File: src/rtl/gpu_instr_queue.sv
// Instruction queue for the GPU front end.
// A first-word-fall-through FIFO with an explicit occupancy counter.
// It has a flush, almost-full/almost-empty thresholds and sticky overflow/underflow flags.
module gpu_instr_queue #(
  parameter int DATA_W   = 79,
  parameter int DEPTH    = 8,
  parameter int AF_LEVEL = DEPTH - 2,
  parameter int AE_LEVEL = 1,
  localparam int CNT_W   = $clog2(DEPTH) + 1
) (
  input  logic              clk,
  input  logic              rst,
  input  logic              flush_i,
  input  logic              push_i,
  input  logic [DATA_W-1:0] data_i,
  input  logic              pop_i,
  input  logic              err_clr_i,
  output logic [DATA_W-1:0] data_o,
  output logic              empty_o,
  output logic              full_o,
  output logic              almost_full_o,
  output logic              almost_empty_o,
  output logic [CNT_W-1:0]  count_o,
  output logic              overflow_o,
  output logic              underflow_o
);

  localparam int PTR_W = $clog2(DEPTH);

  logic [DATA_W-1:0] mem_q [DEPTH];
  logic [PTR_W-1:0]  rdPtr_q, rdPtr_d;
  logic [PTR_W-1:0]  wrPtr_q, wrPtr_d;
  logic [CNT_W-1:0]  count_q, count_d;
  logic              overflow_q, overflow_d;
  logic              underflow_q, underflow_d;
  logic              popAcc;
  logic              pushAcc;

  // Status flags are pure decodes of the registered count.
  assign empty_o        = (count_q == '0);
  assign full_o         = (count_q == CNT_W'(DEPTH));
  assign almost_full_o  = (count_q >= CNT_W'(AF_LEVEL));
  assign almost_empty_o = (count_q <= CNT_W'(AE_LEVEL));
  assign count_o        = count_q;
  assign overflow_o     = overflow_q;
  assign underflow_o    = underflow_q;

  // A pop needs data. A push needs space, or space freed by a pop in the same cycle.
  assign popAcc  = pop_i & ~empty_o & ~flush_i;
  assign pushAcc = push_i & ~flush_i & (~full_o | popAcc);

  // The head entry falls through with no read latency; it reads as zero when the queue is empty.
  assign data_o = empty_o ? '0 : mem_q[rdPtr_q];

  // Next-state pointers, occupancy and sticky error flags; flush wins over push and pop.
  always_comb begin
    rdPtr_d     = rdPtr_q;
    wrPtr_d     = wrPtr_q;
    count_d     = count_q;
    overflow_d  = overflow_q;
    underflow_d = underflow_q;

    if (flush_i) begin
      rdPtr_d = '0;
      wrPtr_d = '0;
      count_d = '0;
    end else begin
      if (popAcc)  rdPtr_d = rdPtr_q + PTR_W'(1);
      if (pushAcc) wrPtr_d = wrPtr_q + PTR_W'(1);
      if (pushAcc && !popAcc)      count_d = count_q + CNT_W'(1);
      else if (popAcc && !pushAcc) count_d = count_q - CNT_W'(1);
    end

    if (err_clr_i) begin
      overflow_d  = 1'b0;
      underflow_d = 1'b0;
    end
    if (push_i && !flush_i && !pushAcc) overflow_d  = 1'b1;
    if (pop_i  && !flush_i && !popAcc)  underflow_d = 1'b1;
  end

  // Control state register; reset overrides every other request.
  always_ff @(posedge clk) begin
    if (rst) begin
      rdPtr_q     <= '0;
      wrPtr_q     <= '0;
      count_q     <= '0;
      overflow_q  <= 1'b0;
      underflow_q <= 1'b0;
    end else begin
      rdPtr_q     <= rdPtr_d;
      wrPtr_q     <= wrPtr_d;
      count_q     <= count_d;
      overflow_q  <= overflow_d;
      underflow_q <= underflow_d;
    end
  end

  // Storage array is written on accepted pushes only; it is never reset.
  always_ff @(posedge clk) begin
    if (!rst && pushAcc) mem_q[wrPtr_q] <= data_i;
  end

endmodule

File: config.mk
export PLATFORM = sky130hd
export DESIGN_NAME = gpu_instr_queue
export DESIGN_NICKNAME = d
export VERILOG_FILES = /design/src/rtl/gpu_instr_queue.sv
export SDC_FILE = /design/constraint.sdc
export NUM_CORES = 1
export LEC_CHECK = 0
export CAP_MARGIN = 5
export CORE_MARGIN = 2
export CORE_UTILIZATION = 53
export DETAILED_ROUTE_END_ITERATION = 12
export HOLD_SLACK_MARGIN = 0.1
export PLACE_DENSITY = 0.87
export SYNTH_ARGS = -nofsm -noshare
export SYNTH_HDL_FRONTEND = slang
export SYNTH_SLANG_ARGS = --single-unit
File: constraint.sdc
create_clock -name clk -period 12.18 [get_ports clk]
set_clock_uncertainty 0.15 [all_clocks]
set_input_delay 2.436 -clock clk [delete_from_list [all_inputs] [get_ports clk]]
set_output_delay 2.436 -clock clk [all_outputs]
set_load 0.01 [all_outputs]
After elaboration in Yosys (flattened, before gate mapping)
Memories as Yosys holds them, arrays and structs flattened. A register that Yosys moved wholly into a read port is not among the register bits.
Index checks and enable logic that the tools add are counted.
Widths: inputs -> output; s select.
{"block": "word_totals", "memories": 1, "in_bits": 85, "ramBits": 632, "out_inout_bits": 89, "word_cells": 47, "reg_bits": 12}
{"block": "classes", "magnitude_cmp": 2, "n_reduce_logical": 16, "eq_ne": 1, "n_mux": 10, "addsub": 4, "n_bitwise": 8}
{"memory": "mem_q", "depth": 8, "word_bits": 79, "read_ports": 1, "rd_clocked_by_memory_dff": 1, "write_ports": 1, "line_no": "30", "source": "logic [DATA_W-1:0] mem_q [DEPTH];"}
{"cell": "$mux 79", "count": 1}
{"cell": "$mux 4", "count": 2}
{"cell": "$logic_and 1x1->1", "count": 7}
{"cell": "$add 3x1->3 const B", "count": 2}
{"cell": "$mux 3", "count": 2}
{"cell": "$reduce_bool 2->1", "count": 3}
{"cell": "$mux 1", "count": 5}
{"cell": "$add 4x1->4 const B", "count": 1}
{"cell": "$and 1x1->1", "count": 4}
{"cell": "$eq 4x4->1 const B", "count": 1}
{"cell": "$ge 4x3->1 const B", "count": 1}
{"cell": "$le 4x1->1 const B", "count": 1}
{"cell": "$logic_not 1->1", "count": 4}
{"cell": "$logic_not 4->1", "count": 1}
{"cell": "$sub 4x1->4 const B", "count": 1}
{"cell": "$not 1->1", "count": 3}
{"cell": "$reduce_or 2->1", "count": 1}
{"cell": "$or 1x1->1", "count": 1}

Logic depth before layout (Yosys ltp)
Gate-level depths: netlist (run 1).
{"block": "logic_depth", "ltp_word": 10, "ltp_mapped": 9, "depth_no_buf": 9}

Worst setup path after synthesis (run 1)
No wires, ideal clock.
{"block": "synth_timing", "kind": "input port to flip-flop", "from": "input push_i", "to": "memory mem_q[0][0], enable pin", "setup_ns": 0.738, "arrival_ns": 10.982, "path_stages": 3, "setup_slack_ns": 0.309, "n_path_buf": 0, "path_cell_list": "nor2b_1 > nand2_1 > nor4b_1"}
{"block": "synth_between", "elab_chain_len": 5}
{"item": "start, declared", "line_no": "14", "source": "input logic push_i,"}
{"item": "$and 1x1->1 (2 in series)", "line_no": "50", "source": "assign pushAcc = push_i & ~flush_i & (~full_o | popAcc);"}
{"item": "$logic_and 1x1->1", "line_no": "101", "source": "if (!rst && pushAcc) mem_q[wrPtr_q] <= data_i;"}
{"item": "$mux 1", "line_no": "101"}
{"item": "$mux 1 (not written as such)", "line_no": "101"}
{"item": "end, declared", "line_no": "30"}
No other way between the ends.

==> results of run 1 <==
## per-layer routing
| metal | routed length, um | track usage | up-vias |
|---|---|---|---|
| met5 | 37 | 0 | - |
| met4 | 1029 | 0.05601 | 6 |
| met3 | 3313 | 0.04440 | 75 |
| met2 | 25040 | 0.3474 | 440 |
| met1 | 19680 | 0.2857 | 6099 |
| li1 | - | - | 4830 |
## worst reg2reg max path, stage by stage (launching register included)
cell     delay [ns]
dfxtp_1        0.46
inv_1          0.10
ha_1           0.27
or4bb_1        0.26
nand3_1        0.30
nor4_2         0.28
buf_4          0.42
buf_4          0.87
## logic make-up (layout without fill, tap and decap cells)
logic type | Yosys count | after routing | share of synthesized area
flops | 647 | 647 | 0.7927
mux | 161 | 161 | 0.1475
compound gates | 98 | 98 | 0.03272
buf+inv | 61 | 315 | 0.01158
simple gates | 47 | 47 | 0.01116
fa+ha+maj | 7 | 7 | 0.003601
xor+xnor | 2 | 2 | 0.0007204
other cells | 0 | 1 | 0
## power by group
group | leakage, nW | switching (mW) | internal (mW)
combinational | 2.07 | 0.120 | 0.123
sequential | 5.82 | 0.00656 | 2.45
clock | 1.00 | 0.781 | 1.15
## metrics by stage
step	utilization	worst slack [ns]	power, mW
after floorplan	-	0.3094	2.617
after global placement	0.5903	5.874	2.743
after detailed placement	0.5903	5.831	2.751
after CTS	0.6357	5.141	4.671
after global routing	0.6357	4.949	4.765
final	0.6357	5.340	4.632
## layout make-up
class,instances,area [um2]
antenna,1,2.502
clock buffer,67,1549
clock inverter,45,511.7
fill,2891,16530
inverter,6,22.52
multi-input combinational,315,4816
sequential,647,19290
tap,600,750.7
timing repair buffer,197,1912
## placed cells by master (no fill, tap or decap), drive strengths merged, types with 2 or more instances in the layout
cell type      synthesis  layout
nand2b                 3       3
nor2                  11      11
ha                     7       7
clkdlybuf4s50          0     173
mux2i                  3       3
nor2b                  2       2
clkinvlp               0       4
or3                    6       6
mux4                 158     158
nand3                  4       4
a22o                  79      79
dfxtp                 15      15
or4                    2       2
clkinv                 0      27
buf                   30      24
edfxtp               632     632
nand2                  5       5
o21ai                  7       7
bufinv                 0      11
nor3                   4       4
clkbuf                25      67
inv                    6       9
a21oi                 10      10
## state kept, by name, indices dropped and copies added, names as in the netlist, named ones only
name and flops:
mem_q 632, count_o 4, rdPtr_q 3, wrPtr_q 3, overflow_o 1, underflow_o 1
## path summary, 6_finish.rpt
path          startpoint            to  cells past startpoint
max reg2reg   count_o[0]  mem_q[4][53]                      7
max             register    data_o[55]                      5
min reg2reg  underflow_o   underflow_o                      2
min          underflow_o   underflow_o                      2
==> summary.txt, run 1 <==
Die
  • Site Rows: 78
  • Core area: 45380 um2
  • Die ar.: 47620 um2
  • IO Pins: about 170
  • Chip Height: 218.2 um
  • Initial Util: 0.5359
  • Die W: around 220 um

Finish
  • P&R area growth vs syn: 18.62%
  • Share of cells above drive strength 1: 0.2263
  • Post-route cell area: 28850 um2
  • Final Non-Filler Cells: 1878
  • Number of nets in the layout: 1319

STA
  • Hold_ws: about 0.32 ns
  • Crit path time final: ~6.8 ns
  • Setup TNS: 0 ns
  • Worst-margin pin slew: 1.032 ns
  • Unrepaired setup endpoints after global routing: false
  • Rel. slew slack: 0.3118
  • Period utilization: 0.5616
  • Hold Vio Cnt, Final: 0
  • FMAX: ~150 MHz
  • Fin. max-slew vios: 0
  • Setup violators final: 0

Setup path
  • Worst setup path category: reg -> out
  • Most Frequent Cell on Critical Path: buf_4
  • Crit-path cells: buf_4, buf_4, mux4_2, a22o_1, clkdlybuf4s50_1
  • Family with the most delay on the worst path: buffers and inverters
  • Critical-path top delay cell: buf_4
  • Worst EP required: around 9.6 ns
  • Worst stage delay on the critical path: 0.89 ns
  • CP max FO: 49
  • Critical Path AT: 4.25 ns
  • CP endpoint kind: output port
  • Reg2Reg Setup Slack: 8.64 ns
  • CP bufs+invs: 3
  • CP Launch Type: register

Synthesis
  • Synthesis-stage register bit count: roughly 650
  • Sequential fraction of the synthesis area: 0.7927
  • Syn_nets: 1115
  • Main flop type after synthesis: edfxtp_1
  • Most common cell in the netlist: edfxtp_1
  • Top cells by area, synth: edfxtp_1, mux4_2, a22o_1
  • Cell Area, Synth: between 20000 and 25000 um2
  • Post-synthesis cell count: just over 1000
  • Ys Warns: 0
  • Post-Syn Area per Cell: 23.77 um2
  • Post-synth EDFFs: 632
  • Post-synth top cells: edfxtp_1, mux4_2, a22o_1
  • Synth cell types: 38
  • Cell taking the most area after synthesis: edfxtp_1
  • Synth top area share: 0.7803
  • Async S/R FF share, synth: 0

Clock tree
  • Post CTS Setup Buffer Count: 0
  • Root Buffer: clkbuf_16
  • TritonCTS clock tree: done
  • Htree depth: 2
  • CTS sink cnt: between 600 and 700
  • CTS Buffer Depth: 3
  • Post-CTS Hold Fix Bufs: 0
  • PostCTS Resize Cnt: 0
  • Worst-Skew Late Latency: 0.60 ns
  • Clk slew on worst S/H paths: 0.06 ns
  • CTS Buf Count: 60

Drt
  • DRT Wirelength: 49100 um
  • DRC Markers: 0
  • Vias per cell: 6.097
  • Antenna viol nets, final: 0
  • Iter 0 DRT Violations: 1052
  • TritonRoute pass-1 iters: 5
  • Routed vias: approximately 11000
  • Routed WL per cell: roughly 26 um

Placed design
  • Placed cell count: around 1800
  • Gpl congestion: 0.7325
  • Post-DP HPWL: 25330 um
  • Placed inst area: 26790 um2
  • IO Port Bufs: 173

GRT
  • Vias in the first global route: 12240
  • Pin count of the biggest net entering global routing: 62
  • GRT overflow: 0
  • GRT Overall Usage: 0.2093
  • Antenna violations before repair: 3
  • Global-route wire length before repair: 73730 um

Status
  • Outcome: complete, no violations

Power and ir drop
  • Peak supply drop: 0.0001178 V
  • Leakage: 8.891 nW
  • Pwr Density: 160.6 nW/um2

Run
  • Max-cap violations: 0

Hold path
  • Min-Delay Path Class: reg -> reg
Note: power is estimated with default switching activity, not from simulation.
==> run 2, diff against run 1 <==
==> constraint.sdc (replaced) <==
create_clock -name clk -period 6.23 [get_ports clk]
set_clock_uncertainty 0.15 [all_clocks]
set_input_delay 1.246 -clock clk [delete_from_list [all_inputs] [get_ports clk]]
set_output_delay 1.246 -clock clk [all_outputs]
set_load 0.01 [all_outputs]
==> summary.txt, run 2 (synthesized netlist as in run 1, its figures left out) <==
Finish
  • Share of cells above drive strength 1: 0.2210
  • Max reg flops: 632
  • Most frequent cells in the layout: edfxtp_1, clkdlybuf4s50_1, mux4_2, a22o_1, clkbuf_16
  • Number of nets in the layout: 1319
  • Top reg by flops: mem_q
  • Commonest non-fill, non-tap cell in the layout: edfxtp_1
  • P&R area growth vs syn: 18.02%
  • Final Non-Filler Cells: 1880

Setup path
  • CP Launch Type: register
  • Reg2Reg Setup Slack: 2.91 ns
  • Worst setup path category: reg -> out
  • Reg2reg end: mem_q[5][5]
  • Critical Path AT: 3.67 ns
  • Crit-path cells: inv_1, ha_1, or3b_4, and2_4, buf_4, a22o_1, clkdlybuf4s50_1
  • R2R depth: 6
  • Reg2reg start: count_o[1]
  • Worst stage delay on the critical path: around 0.77 ns
  • Worst EP required: around 4.8 ns
  • Critical-path top delay cell: and2_4
  • CP max FO: 62
  • CP endpoint kind: output port

Drt
  • Iter 0 DRT Violations: 975
  • DRT Wirelength: 49160 um
  • DRC Markers: 0
  • TritonRoute pass-1 iters: 5
  • Vias per cell: approximately 6
  • Routed vias: ~11000
  • Routed WL per cell: 26.15 um
  • Antenna viol nets, final: 0

Die
  • IO Pins: roughly 170
  • Site Rows: 78
  • Die W: 218.2 um
  • Die ar.: 47620 um2
  • Core area: between 40000 and 50000 um2
  • Initial Util: 0.5359
  • Chip Height: 218.2 um

Run
  • Max-cap violations: 0

Clock tree
  • PostCTS Resize Cnt: 0
  • TritonCTS clock tree: done
  • Post CTS Setup Buffer Count: 0
  • Post-CTS Hold Fix Bufs: 0
  • Clk slew on worst S/H paths: 0.06 ns
  • CTS Buffer Depth: 3
  • Htree depth: 2
  • Worst-Skew Late Latency: 0.60 ns
  • CTS sink cnt: approximately 650
  • Root Buffer: clkbuf_16
  • CTS Buf Count: 60

STA
  • Setup TNS: 0 ns
  • Fin. max-slew vios: 0
  • Unrepaired setup endpoints after global routing: false
  • Crit path time final: 5.063 ns
  • Hold Vio Cnt, Final: 0
  • Period utilization: 0.8127
  • FMAX: 197.5 MHz
  • Rel. slew slack: 0.3556
  • Setup violators final: 0
  • Worst-margin pin slew: 0.9666 ns

Hold path
  • Min-Delay Path Class: reg -> reg
  • WHS Endpoint: underflow_o
  • WHS Path Cells: 2
  • Hold wc startpoint: underflow_o

Placed design
  • Placed cell count: around 1800
  • Post-DP HPWL: between 20000 and 30000 um
  • IO Port Bufs: 173
  • Gpl congestion: 0.7401

GRT
  • Vias in the first global route: between 10000 and 15000
  • GRT overflow: 0
  • Antenna violations before repair: 8
  • Pin count of the biggest net entering global routing: approximately 70
  • GRT Overall Usage: 0.2086
  • Global-route wire length before repair: 72990 um

Power and ir drop
  • Leakage: a little under 9 nW
  • Peak supply drop: 0.0002043 V
  • Pwr Density: just over 300 nW/um2

Status
  • Outcome: complete, no violations
run 2: cell count changes in the layout (fill, tap and decap cells not counted), moves of 2 or more:
cell and delta:
buf_4 -6, diode_2 +3, clkinv_2 +5, bufinv_16 -9, clkinv_1 +6, buf_12 +6
clkinvlp_4 -2, inv_6 -2
run 2: worst max-delay path: cells and delay by family, from the launching register on:
kind,cells,cell delay (ns)
AOI/OAI and AO/OA,1,0.21
adders and majority gates,1,0.26
DFF,1,0.47
and+or+nand+nor,2,1.04
buffers and inverters,3,1.04
run 2: metrics by stage:
step	total power, mW	worst slack [ns]	instance area, um2	utilization	hold WS [ns]
6_report	8.667	1.167	28700	0.6325	0.3412
5_1_grt	8.907	1.012	28700	0.6323	0.3632
4_1_cts	8.732	1.135	28690	0.6323	0.3450
3_5_place_dp	5.385	1.787	26880	0.5923	0.3352
3_3_place_gp	5.369	1.939	26880	0.5923	0.3061
2_1_floorplan	5.114	-1.647	24340	-	0.3029
run 2: final cells by class:
cell class / instances / area [um2]
antenna: 4 / 10.01
clock buffer: 67 / 1549
clock inverter: 44 / 265.3
fill: 2924 / 16680
inverter: 6 / 22.52
multi-input combinational: 315 / 4833
sequential: 647 / 19290
tap: 600 / 750.7
timing repair buffer: 197 / 1987
run 2: worst max-delay path by stage:
stage | from | to | slack (ns) | depth (start not counted)
3_5_place_dp | count_o[0] | data_o[0] | 1.79 | 7
5_1_grt | count_o[0] | data_o[0] | 1.01 | 7
6_report | count_o[1] | data_o[0] | 1.17 | 7
2_1_floorplan | push_i | mem_q[1][0] | -1.65 | 3
3_3_place_gp | count_o[0] | data_o[58] | 1.94 | 7
4_1_cts | count_o[0] | data_o[0] | 1.14 | 7
run 2: power by group:
group	internal, mW	switching, mW	leakage [nW]
Combinational	0.246	0.235	2.10
Sequential	4.80	0.0151	5.82
Clock	1.86	1.51	0.898
Total	6.91	1.76	8.81
run 2: metal layers:
layer / part of all wire / vias to the layer above / wire length [um] / global-route usage
li1: - / 4833 / - / -
met1: 0.39 / 5951 / 18990 / 0.2671
met2: 0.52 / 450 / 25580 / 0.3590
met3: 0.071 / 71 / 3510 / 0.04495
met4: 0.021 / 6 / 1037 / 0.06644
met5: 0.00081 / - / 40 / 0
